**src/rtl/puf_cr_sequencer_if.sv**
```systemverilog
// puf_cr_sequencer_if
// Bundles the request/response handshake and the delay-line drive signals
// of the PUF challenge/response sequencer.
//   start, challenge_in, resp_ack : request side, driven by the consumer
//   puf_resp                      : raw arbiter outputs (asynchronous)
//   puf_challenge, puf_pulse      : registered drive into the delay lines
//   busy, resp_valid              : sequencer status
//   response, stable              : voted result and per-bit unanimity
// The slave modport is the sequencer's view. The master modport is the
// environment's view (consumer plus PUF core).
interface puf_cr_sequencer_if #(
  parameter int CH_W  = 8,
  parameter int N_PUF = 7
);
  logic             start;
  logic [CH_W-1:0]  challenge_in;
  logic             resp_ack;
  logic [N_PUF-1:0] puf_resp;
  logic [CH_W-1:0]  puf_challenge;
  logic             puf_pulse;
  logic             busy;
  logic             resp_valid;
  logic [N_PUF-1:0] response;
  logic [N_PUF-1:0] stable;

  modport master (
    output start, challenge_in, resp_ack, puf_resp,
    input  puf_challenge, puf_pulse, busy, resp_valid, response, stable
  );

  modport slave (
    input  start, challenge_in, resp_ack, puf_resp,
    output puf_challenge, puf_pulse, busy, resp_valid, response, stable
  );
endinterface

```
**src/rtl/puf_cr_sequencer.sv**
```systemverilog
// puf_cr_sequencer
// Drives an arbiter PUF through VOTE_N launch repetitions of one challenge.
// It majority-votes each response bit and flags the bits that were unanimous.
// Each repetition is SETTLE_CYC cycles with the pulse low, SETTLE_CYC cycles
// with it high, and one sample cycle with it still high. The result is held
// until the consumer acknowledges it.
// Ports:
//   clk   : single clock, rising edge
//   rst_n : asynchronous active-low reset
//   bus   : puf_cr_sequencer_if.slave (handshake, delay-line drive, result)
module puf_cr_sequencer #(
  parameter int CH_W       = 8,
  parameter int N_PUF      = 7,
  parameter int VOTE_N     = 7,
  parameter int SETTLE_CYC = 4
) (
  input  logic                 clk,
  input  logic                 rst_n,
  puf_cr_sequencer_if.slave    bus
);

  localparam int TW = $clog2(VOTE_N + 1);
  localparam int PW = $clog2(SETTLE_CYC);
  localparam logic [TW-1:0] VOTE_HALF = TW'(VOTE_N / 2);
  localparam logic [TW-1:0] VOTE_ALL  = TW'(VOTE_N);
  localparam logic [TW-1:0] REP_LAST  = TW'(VOTE_N - 1);
  localparam logic [PW-1:0] PH_LAST   = PW'(SETTLE_CYC - 1);

  typedef enum logic [2:0] {
    IDLE,
    LOW,
    HIGH,
    SAMPLE,
    RESULT
  } state_t;

  state_t           state;
  logic [PW-1:0]    phase_cnt;
  logic [TW-1:0]    rep_cnt;
  logic [TW-1:0]    tally [N_PUF];
  logic [TW-1:0]    tally_inc [N_PUF];
  logic [N_PUF-1:0] sync1;
  logic [N_PUF-1:0] sync2;
  logic [N_PUF-1:0] resp_next;
  logic [N_PUF-1:0] stable_next;
  logic [CH_W-1:0]  challenge_q;
  logic             pulse_q;
  logic             busy_q;
  logic             valid_q;
  logic [N_PUF-1:0] response_q;
  logic [N_PUF-1:0] stable_q;

  // The arbiter outputs settle with no relation to clk. Each bit passes
  // through two flops before it can reach a tally.
  always_ff @(posedge clk or negedge rst_n) begin
    if (!rst_n) begin
      sync1 <= '0;
      sync2 <= '0;
    end else begin
      sync1 <= bus.puf_resp;
      sync2 <= sync1;
    end
  end

  // The tally for the current sample is formed here. This lets the final
  // repetition's bit count in the vote that is registered on the same edge
  // that enters RESULT. The majority threshold is strictly more than half,
  // which is unambiguous because VOTE_N is odd.
  always_comb begin
    resp_next   = '0;
    stable_next = '0;
    for (int i = 0; i < N_PUF; i++) begin
      tally_inc[i]   = tally[i] + TW'(sync2[i]);
      resp_next[i]   = (tally_inc[i] > VOTE_HALF);
      stable_next[i] = (tally_inc[i] == '0) || (tally_inc[i] == VOTE_ALL);
    end
  end

  // Sequencer FSM. All outputs are registered and are set from the state
  // being entered, so each output changes on the same edge as the state.
  // Start is only looked at in IDLE. The result is registered when RESULT
  // is entered and then held, through IDLE as well, until the next result.
  always_ff @(posedge clk or negedge rst_n) begin
    if (!rst_n) begin
      state       <= IDLE;
      phase_cnt   <= '0;
      rep_cnt     <= '0;
      challenge_q <= '0;
      pulse_q     <= 1'b0;
      busy_q      <= 1'b0;
      valid_q     <= 1'b0;
      response_q  <= '0;
      stable_q    <= '0;
      for (int i = 0; i < N_PUF; i++) begin
        tally[i] <= '0;
      end
    end else begin
      case (state)
        IDLE: begin
          if (bus.start) begin
            challenge_q <= bus.challenge_in;
            rep_cnt     <= '0;
            phase_cnt   <= '0;
            for (int i = 0; i < N_PUF; i++) begin
              tally[i] <= '0;
            end
            pulse_q <= 1'b0;
            busy_q  <= 1'b1;
            state   <= LOW;
          end
        end
        LOW: begin
          if (phase_cnt == PH_LAST) begin
            phase_cnt <= '0;
            pulse_q   <= 1'b1;
            state     <= HIGH;
          end else begin
            phase_cnt <= phase_cnt + PW'(1);
          end
        end
        HIGH: begin
          if (phase_cnt == PH_LAST) begin
            phase_cnt <= '0;
            state     <= SAMPLE;
          end else begin
            phase_cnt <= phase_cnt + PW'(1);
          end
        end
        SAMPLE: begin
          for (int i = 0; i < N_PUF; i++) begin
            tally[i] <= tally_inc[i];
          end
          rep_cnt <= rep_cnt + TW'(1);
          pulse_q <= 1'b0;
          if (rep_cnt == REP_LAST) begin
            response_q <= resp_next;
            stable_q   <= stable_next;
            valid_q    <= 1'b1;
            state      <= RESULT;
          end else begin
            state <= LOW;
          end
        end
        RESULT: begin
          if (bus.resp_ack) begin
            valid_q <= 1'b0;
            busy_q  <= 1'b0;
            state   <= IDLE;
          end
        end
        default: begin
          pulse_q <= 1'b0;
          valid_q <= 1'b0;
          busy_q  <= 1'b0;
          state   <= IDLE;
        end
      endcase
    end
  end

  // The interface outputs come straight from their registers.
  assign bus.puf_challenge = challenge_q;
  assign bus.puf_pulse     = pulse_q;
  assign bus.busy          = busy_q;
  assign bus.resp_valid    = valid_q;
  assign bus.response      = response_q;
  assign bus.stable        = stable_q;

endmodule

```
**src/flat_wrapper.sv**
```systemverilog
// flat-port wrapper written by rule: the top's interface ports become plain ports
module puf_cr_sequencer_flat 
#(
  parameter int CH_W       = 8,
  parameter int N_PUF      = 7,
  parameter int VOTE_N     = 7,
  parameter int SETTLE_CYC = 4
)
  (clk, rst_n, bus_start, bus_challenge_in, bus_resp_ack, bus_puf_resp, bus_puf_challenge, bus_puf_pulse, bus_busy, bus_resp_valid, bus_response, bus_stable);
  puf_cr_sequencer_if #(.CH_W(CH_W), .N_PUF(N_PUF)) bus_i ();
  input  logic clk;
  input  logic rst_n;
  input wire logic [$bits(bus_i.start)-1:0] bus_start;
  input wire logic [$bits(bus_i.challenge_in)-1:0] bus_challenge_in;
  input wire logic [$bits(bus_i.resp_ack)-1:0] bus_resp_ack;
  input wire logic [$bits(bus_i.puf_resp)-1:0] bus_puf_resp;
  output wire logic [$bits(bus_i.puf_challenge)-1:0] bus_puf_challenge;
  output wire logic [$bits(bus_i.puf_pulse)-1:0] bus_puf_pulse;
  output wire logic [$bits(bus_i.busy)-1:0] bus_busy;
  output wire logic [$bits(bus_i.resp_valid)-1:0] bus_resp_valid;
  output wire logic [$bits(bus_i.response)-1:0] bus_response;
  output wire logic [$bits(bus_i.stable)-1:0] bus_stable;
  assign bus_i.start = bus_start;
  assign bus_i.challenge_in = bus_challenge_in;
  assign bus_i.resp_ack = bus_resp_ack;
  assign bus_i.puf_resp = bus_puf_resp;
  assign bus_puf_challenge = bus_i.puf_challenge;
  assign bus_puf_pulse = bus_i.puf_pulse;
  assign bus_busy = bus_i.busy;
  assign bus_resp_valid = bus_i.resp_valid;
  assign bus_response = bus_i.response;
  assign bus_stable = bus_i.stable;
  puf_cr_sequencer #(.CH_W(CH_W), .N_PUF(N_PUF), .VOTE_N(VOTE_N), .SETTLE_CYC(SETTLE_CYC)) u_core (.clk(clk), .rst_n(rst_n), .bus(bus_i));
endmodule
```
**config.mk**
```make
export PLATFORM = sky130hd
export DESIGN_NAME = puf_cr_sequencer_flat
export DESIGN_NICKNAME = d
export VERILOG_FILES = /design/src/rtl/puf_cr_sequencer_if.sv /design/src/rtl/puf_cr_sequencer.sv /design/src/flat_wrapper.sv
export SDC_FILE = /design/constraint.sdc
export NUM_CORES = 1
export LEC_CHECK = 0
export CORE_MARGIN = 2
export CORE_UTILIZATION = 30
export DETAILED_ROUTE_END_ITERATION = 8
export GPL_ROUTABILITY_DRIVEN = 0
export PLACE_DENSITY_LB_ADDON = 0.25
export SKIP_CTS_REPAIR_TIMING = 1
export SYNTH_ARGS = -nofsm -noshare
export SYNTH_HDL_FRONTEND = slang
export SYNTH_SLANG_ARGS = --single-unit
export TNS_END_PERCENT = 10
```
**constraint.sdc**
```tcl
create_clock -name clk -period 2.51 [get_ports clk]
set_clock_uncertainty 0.2 [all_clocks]
set_input_delay 0.251 -clock clk [delete_from_list [all_inputs] [get_ports clk]]
set_output_delay 0.251 -clock clk [all_outputs]
set_load 0.02 [all_outputs]
```
Yosys cells after proc, flatten, opt, wreduce, memory -nomap -nowiden
Cells that the tools add are included.
{"block": "classes", "n_addsub": 9, "mul": 0, "div_mod_pow": 0, "n_lt_le_gt_ge": 7, "eq_ne": 18, "shifts": 0, "mux": 21, "bitwise": 3, "n_reduce_logical": 29}
{"cell": "$pmux 21 s2", "n": 1}
{"cell": "$eq 3x3->1 const B", "n": 9}
{"cell": "$logic_not 3->1", "n": 8}
{"cell": "$add 3x1->3", "n": 7}
{"cell": "$gt 3x2->1 const B", "n": 7}
{"cell": "$mux 21", "n": 1}
{"cell": "$mux 3", "n": 6}
{"cell": "$pmux 3 s5", "n": 1}
{"cell": "$pmux 1 s3", "n": 3}
{"cell": "$reduce_and 3->1", "n": 3}
{"cell": "$reduce_and 2->1", "n": 4}
{"cell": "$logic_or 1x1->1", "n": 7}
{"cell": "$eq 3x2->1 const B", "n": 2}
{"cell": "$ne 2x1->1 const B", "n": 3}
{"cell": "$pmux 3 s2", "n": 1}
{"cell": "$reduce_or 3->1", "n": 2}
{"cell": "$mux 1", "n": 5}
{"cell": "$mux 2", "n": 2}
{"cell": "$ne 2x2->1 const B", "n": 2}
{"cell": "$pmux 2 s2", "n": 1}
{"cell": "$reduce_and 4->1", "n": 1}
{"cell": "$reduce_bool 2->1", "n": 2}
{"cell": "$reduce_or 2->1", "n": 2}
{"cell": "$add 3x1->3 const B", "n": 1}
{"cell": "other kinds (4)", "n": 6}
{"block": "totals", "ff_bits": 68, "latch_bits": 0, "ram_bits": 0, "mem_bits_ro": 0, "input_bits": 19, "output_inout_bits": 25, "wordCells": 105, "mem_count": 0}

Depth between registers and ports, before layout
{"block": "depth", "ltp_word": 4, "depth_mapped": 6, "depth_no_buf": 5}

Worst setup path after synthesis
No wires, ideal clock.
{"block": "synth_timing", "path_kind": "reg-to-reg", "from": "register u_core.state[1]", "to": "register u_core.tally[11] (netlist name)", "arrival_ns": 1.526, "setup_slack_ns": 0.660, "path_stages_with_launch": 6, "path_buffers": 2, "synth_period_minus_slack_ns": 1.850, "cell_sequence": "dfrtp_1 -> buf_6 -> nor4b_4 -> nor2_4 -> buf_6 -> a211o_1"}
{"block": "synth_via", "elab_chain_len": 3, "elab_cells_between_ends": 6, "classes_between": "eq/ne: 2; mux: 1; reduce/logical: 3"}
{"element": "start, declared", "line": "puf_cr_sequencer.sv:37", "text": "state_t state;"}
{"element": "start signal, assigned", "line": "puf_cr_sequencer.sv:85", "text": "state <= IDLE;"}
{"element": "start signal, assigned", "line": "puf_cr_sequencer.sv:109", "text": "state <= LOW;"}
{"element": "start signal, assigned", "line": "puf_cr_sequencer.sv:116", "text": "state <= HIGH;"}
{"element": "$eq 3x2->1 / $logic_not 3->1 (equally long branches)", "line": "puf_cr_sequencer.sv:98", "text": "case (state)"}
{"element": "$reduce_bool 2->1 (no line) / $ne 2x2->1 (equally long branches)"}
{"element": "$reduce_and 2->1 (no line)"}
{"element": "end signal, assigned by index", "line": "puf_cr_sequencer.sv:131", "text": "tally[i] <= tally_inc[i];"}
{"element": "end, declared", "line": "puf_cr_sequencer.sv:40", "text": "logic [TW-1:0] tally [N_PUF];"}
Parallel ways exist; a longest one is shown, timed or not.
A chain may end at the register's enable or synchronous reset.

Worst setup path after layout
{"block": "layout_timing", "from": "register u_core.state[1]", "to": "register u_core.response_q[6], in the netlist u_core.bus.response[6]"}
{"block": "layout_via", "elab_chain_len": 2}
{"element": "$eq 3x2->1", "line": "puf_cr_sequencer.sv:98"}
{"element": "$reduce_and 2->1 (no line)"}
{"element": "end signal, assigned", "line": "puf_cr_sequencer.sv:136", "text": "response_q <= resp_next;"}
{"element": "end, declared", "line": "puf_cr_sequencer.sv:50", "text": "logic [N_PUF-1:0] response_q;"}
Every way passes these cells.

==> metrics.md <==
| Metric | Value |
|---|---|
| WHS Endpoint | u_core.sync1[6]$_DFF_PN0_ |
| CTS tree | built |
| I/O Pins | 44 |
| Hpwl dp | roughly 3900 um |
| Post-synth EDFFs | 0 |
| Synth async-reset ratio | 100% |
| Final Instance Area | 3900 um^2 |
| CP arrival | 2.04 ns |
| Clk pwr share | between 20 and 30% |
| Max Cap Viol | 0 |
| Fmax | 0.505 GHz |
| Sink Count | 68 |
| Status | complete, no violations |
| WL/cell | between 10 and 15 um |
| Area delta synth->final | 27.8% |
| Top layer in use | met4 |
| Vias per cell | 4.75 |
| Worst reg2reg setup slack | between 0.5 and 0.6 ns |
| Ys Warns | 0 |
| Final wirelength | 5930 um |
| Final setup viols | 0 |
| Worst slew pin tran | roughly 0.78 ns |
| Metal2 WL | 2790 um |
| Port buffer count | between 40 and 50 |
| Vert. Die Dim | around 100 um |
| Fillers | around 1,000 |
| Mean Syn Cell Area | about 12 um^2 |
| Global-route wire length before repair | 10,200 um |
| Final period util | 78.9% |
| Synth Instances | 250 |
| Delay-heaviest family, CP | flip-flops |
| Most common flop cell mapped by yosys | dfrtp_1 |
| R2R depth | 4 |
| Crit path buf inv count | 1 |
| Pin count of the biggest net entering global routing | 35 |
| M1 wire length | approximately 2800 um |
| Row cnt | 36 |
| Syn_nets | approximately 290 |
| Most common cell in the netlist | dfrtp_1 |
| Reg2reg start | u_core.state[1]$_DFFE_PN0P_ |
| GR Util All Layers | 11.8% |
| Chip width | 105 um |
| Hold Crit Class | in -> reg |
| CP max-delay cell | dfrtp_1 |
| Leak pwr | about 1.8 nW |
| First DRT Iteration DRCs | 58 |
| Setup TNS | 0 ns |
| Starting Density | 31.1% |
| P_int | between 2 and 3 mW |
| Vias in the first global route | ~2,100 |
| Critical-path cell list | and3b_1 > nand3_1 > buf_4 > o21ai_0 |
| Synth area leaders | dfrtp_1 (56%), ha_1 (7.0%), o21ai_0 (5.1%) |
| Placed instance count | 420 |
| Yosys top cell area share | between 50% and 60% |
| Pwr/cell area | 1030 nW/um^2 |
| DP Area | 3640 um^2 |
| Syn Std Cell Area | 3050 um^2 |
| Clock buffer depth | 2 |
| Fin cells | 437 |
| Antenna violations before repair | 0 |
| Netlist cell types | 36 |
| Fin. Hold Viols | 0 |
| Layout Nets | ~340 |
| Clk_lat worst skew | 0.34 ns |
| Stages on the worst setup path | 4 |
| Worst-path clk slew | roughly 0.070 ns |
| Combinational Power Share | 33.2% |
| Root buf cell | clkbuf_8 |
| Slew headroom | roughly 48% |
| Crit path capture type | register |
| Peak VDD IR | 326 uV |
| Slowest stage delay, CP | 0.69 ns |
| Minimum clock period after layout | 1.98 ns |
| Layout cells sized above 1 | 11.5% |
| Number of H-tree levels | 3 |
| Sw Ratio | 32.2% |
| Area of the multi-input gates | between 1000 and 1500 um^2 |
| Met3 wire length | approximately 190 um |
| Total CTS buffers | 9 |
| Overflow after GRT | 0 |
| Most common library cells after synthesis | dfrtp_1 (68), o21ai_0 (31), ha_1 (17), nor3b_1 (17), a22o_1 (14) |
| Pre-antenna DRT Iters | 4 |
| Worst Setup Start Kind | register |
| NetSw | around 1.3 mW |
| Ant. Diodes | 0 |
| CORE AREA | a little under 10,000 um^2 |
| Total number of vias | around 2,100 |
| Worst Path Required | 2.57 ns |
| Slack of the critical path | 0.530 ns |
| Sequential fraction of design power | roughly two fifths |
| Pins Over Slew Limit | 0 |
| Worst hold margin | 0.140 ns |
| Crit path kind | reg -> reg |
| Dpl ws | about 0.50 ns |
| ANT nets after route | 0 |
| Die area | 11,000 um^2 |
| RSZ-0062 raised after global routing | false |
| FF+latch area | 1700 um^2 |
| FF+latch count, synth | 68 |
| Hold_sp | bus_puf_resp[6] |
| Sequential-to-total area share from yosys stat | 55.8% |
| Worst Path Max Fanout | 17 |
| Leading area contributor after synthesis | dfrtp_1 |
| Drt drc | 0 |
| Reg2reg end | u_core.bus.response[6]$_DFFE_PN0P_ |
| Hold Path Stages | 1 |
-- area by class of cell --
class / instances / area share [%]
Timing Repair Buffer: 52 / 13.0
Multi-Input combinational cell: 162 / 32.0
Clock buffer: 12 / 3.98
Clock inverter: 4 / 2.44
Sequential cell: 68 / 43.7
Inverter: 6 / 0.578
Tap cell: 133 / 4.27
-- metrics by stage --
stage / util (%) / power, mW
detailed placement: 37.0 / 2.91
floorplan: - / 2.51
finish: 39.7 / 4.01
CTS: 39.6 / 4.06
global placement: 37.0 / 2.88
global route: 39.7 / 4.29
-- state kept, by name (all words and copies together), names as in the netlist --
register	flops
u_core.bus.busy	1
u_core.bus.puf_challenge	8
u_core.bus.puf_pulse	1
u_core.bus.resp_valid	1
u_core.bus.response	7
u_core.bus.stable	7
u_core.phase_cnt	2
u_core.rep_cnt	3
u_core.state	3
u_core.sync1	7
u_core.sync2	7
u_core.tally	21
-- placed cells by master (no fill, tap or decap), types with 2 or more instances in the layout --
cell | netlist | layout
clkdlybuf4s50_1 | 0 | 42
dfrtp_1 | 68 | 68
nand2_1 | 6 | 6
and3_1 | 2 | 2
o21ai_0 | 31 | 31
ha_1 | 17 | 17
mux2i_1 | 7 | 7
a41oi_1 | 2 | 2
nor2_1 | 10 | 10
a22o_1 | 14 | 14
nand3b_1 | 2 | 2
nor3b_1 | 17 | 17
nor2b_1 | 3 | 3
o32ai_1 | 2 | 2
a21oi_1 | 4 | 4
a211o_1 | 8 | 8
mux2_2 | 9 | 9
and2_1 | 7 | 7
xnor2_1 | 7 | 7
clkbuf_8 | 0 | 11
nand3_1 | 2 | 2
inv_1 | 6 | 6
bufinv_16 | 0 | 3
buf_4 | 0 | 7
-- worst max-delay path by stage --
stage | start | end
detailed placement | bus_start | u_core.bus.puf_challenge[4]$_DFFE_PN0P_
global placement | bus_start | u_core.bus.puf_challenge[6]$_DFFE_PN0P_
finish | u_core.state[1]$_DFFE_PN0P_ | u_core.bus.response[6]$_DFFE_PN0P_
global route | u_core.state[1]$_DFFE_PN0P_ | u_core.bus.stable[3]$_DFFE_PN0P_
floorplan | u_core.state[1]$_DFFE_PN0P_ | u_core.tally[11]$_DFFE_PN0P_
CTS | u_core.state[1]$_DFFE_PN0P_ | u_core.bus.response[6]$_DFFE_PN0P_
-- metal layers --
layer	vias to the layer above	track usage, %
met5	-	0
met4	0	6.57
met3	11	2.37
met2	38	18.1
met1	1020	15.4
li1	1008	-
-- cell families after synthesis --
group | synth area share [%]
DFF | 55.8
muxes | 5.62
adders and majority gates | 6.97
xor gates and xnor gates | 2.01
AOI/OAI and AO/OA | 14.9
and+or+nand+nor | 11.4
buffers and inverters | 3.28
-- power by group through the flow --
stage | logic, mW | clock network [mW] | registers (mW)
floorplan | 0.930 | 0 | 1.58
global placement | 1.32 | 0 | 1.56
detailed placement | 1.35 | 0 | 1.56
CTS | 1.35 | 1.16 | 1.55
global route | 1.50 | 1.21 | 1.59
finish | 1.33 | 1.13 | 1.55
Power figures use the tool's default switching activity.
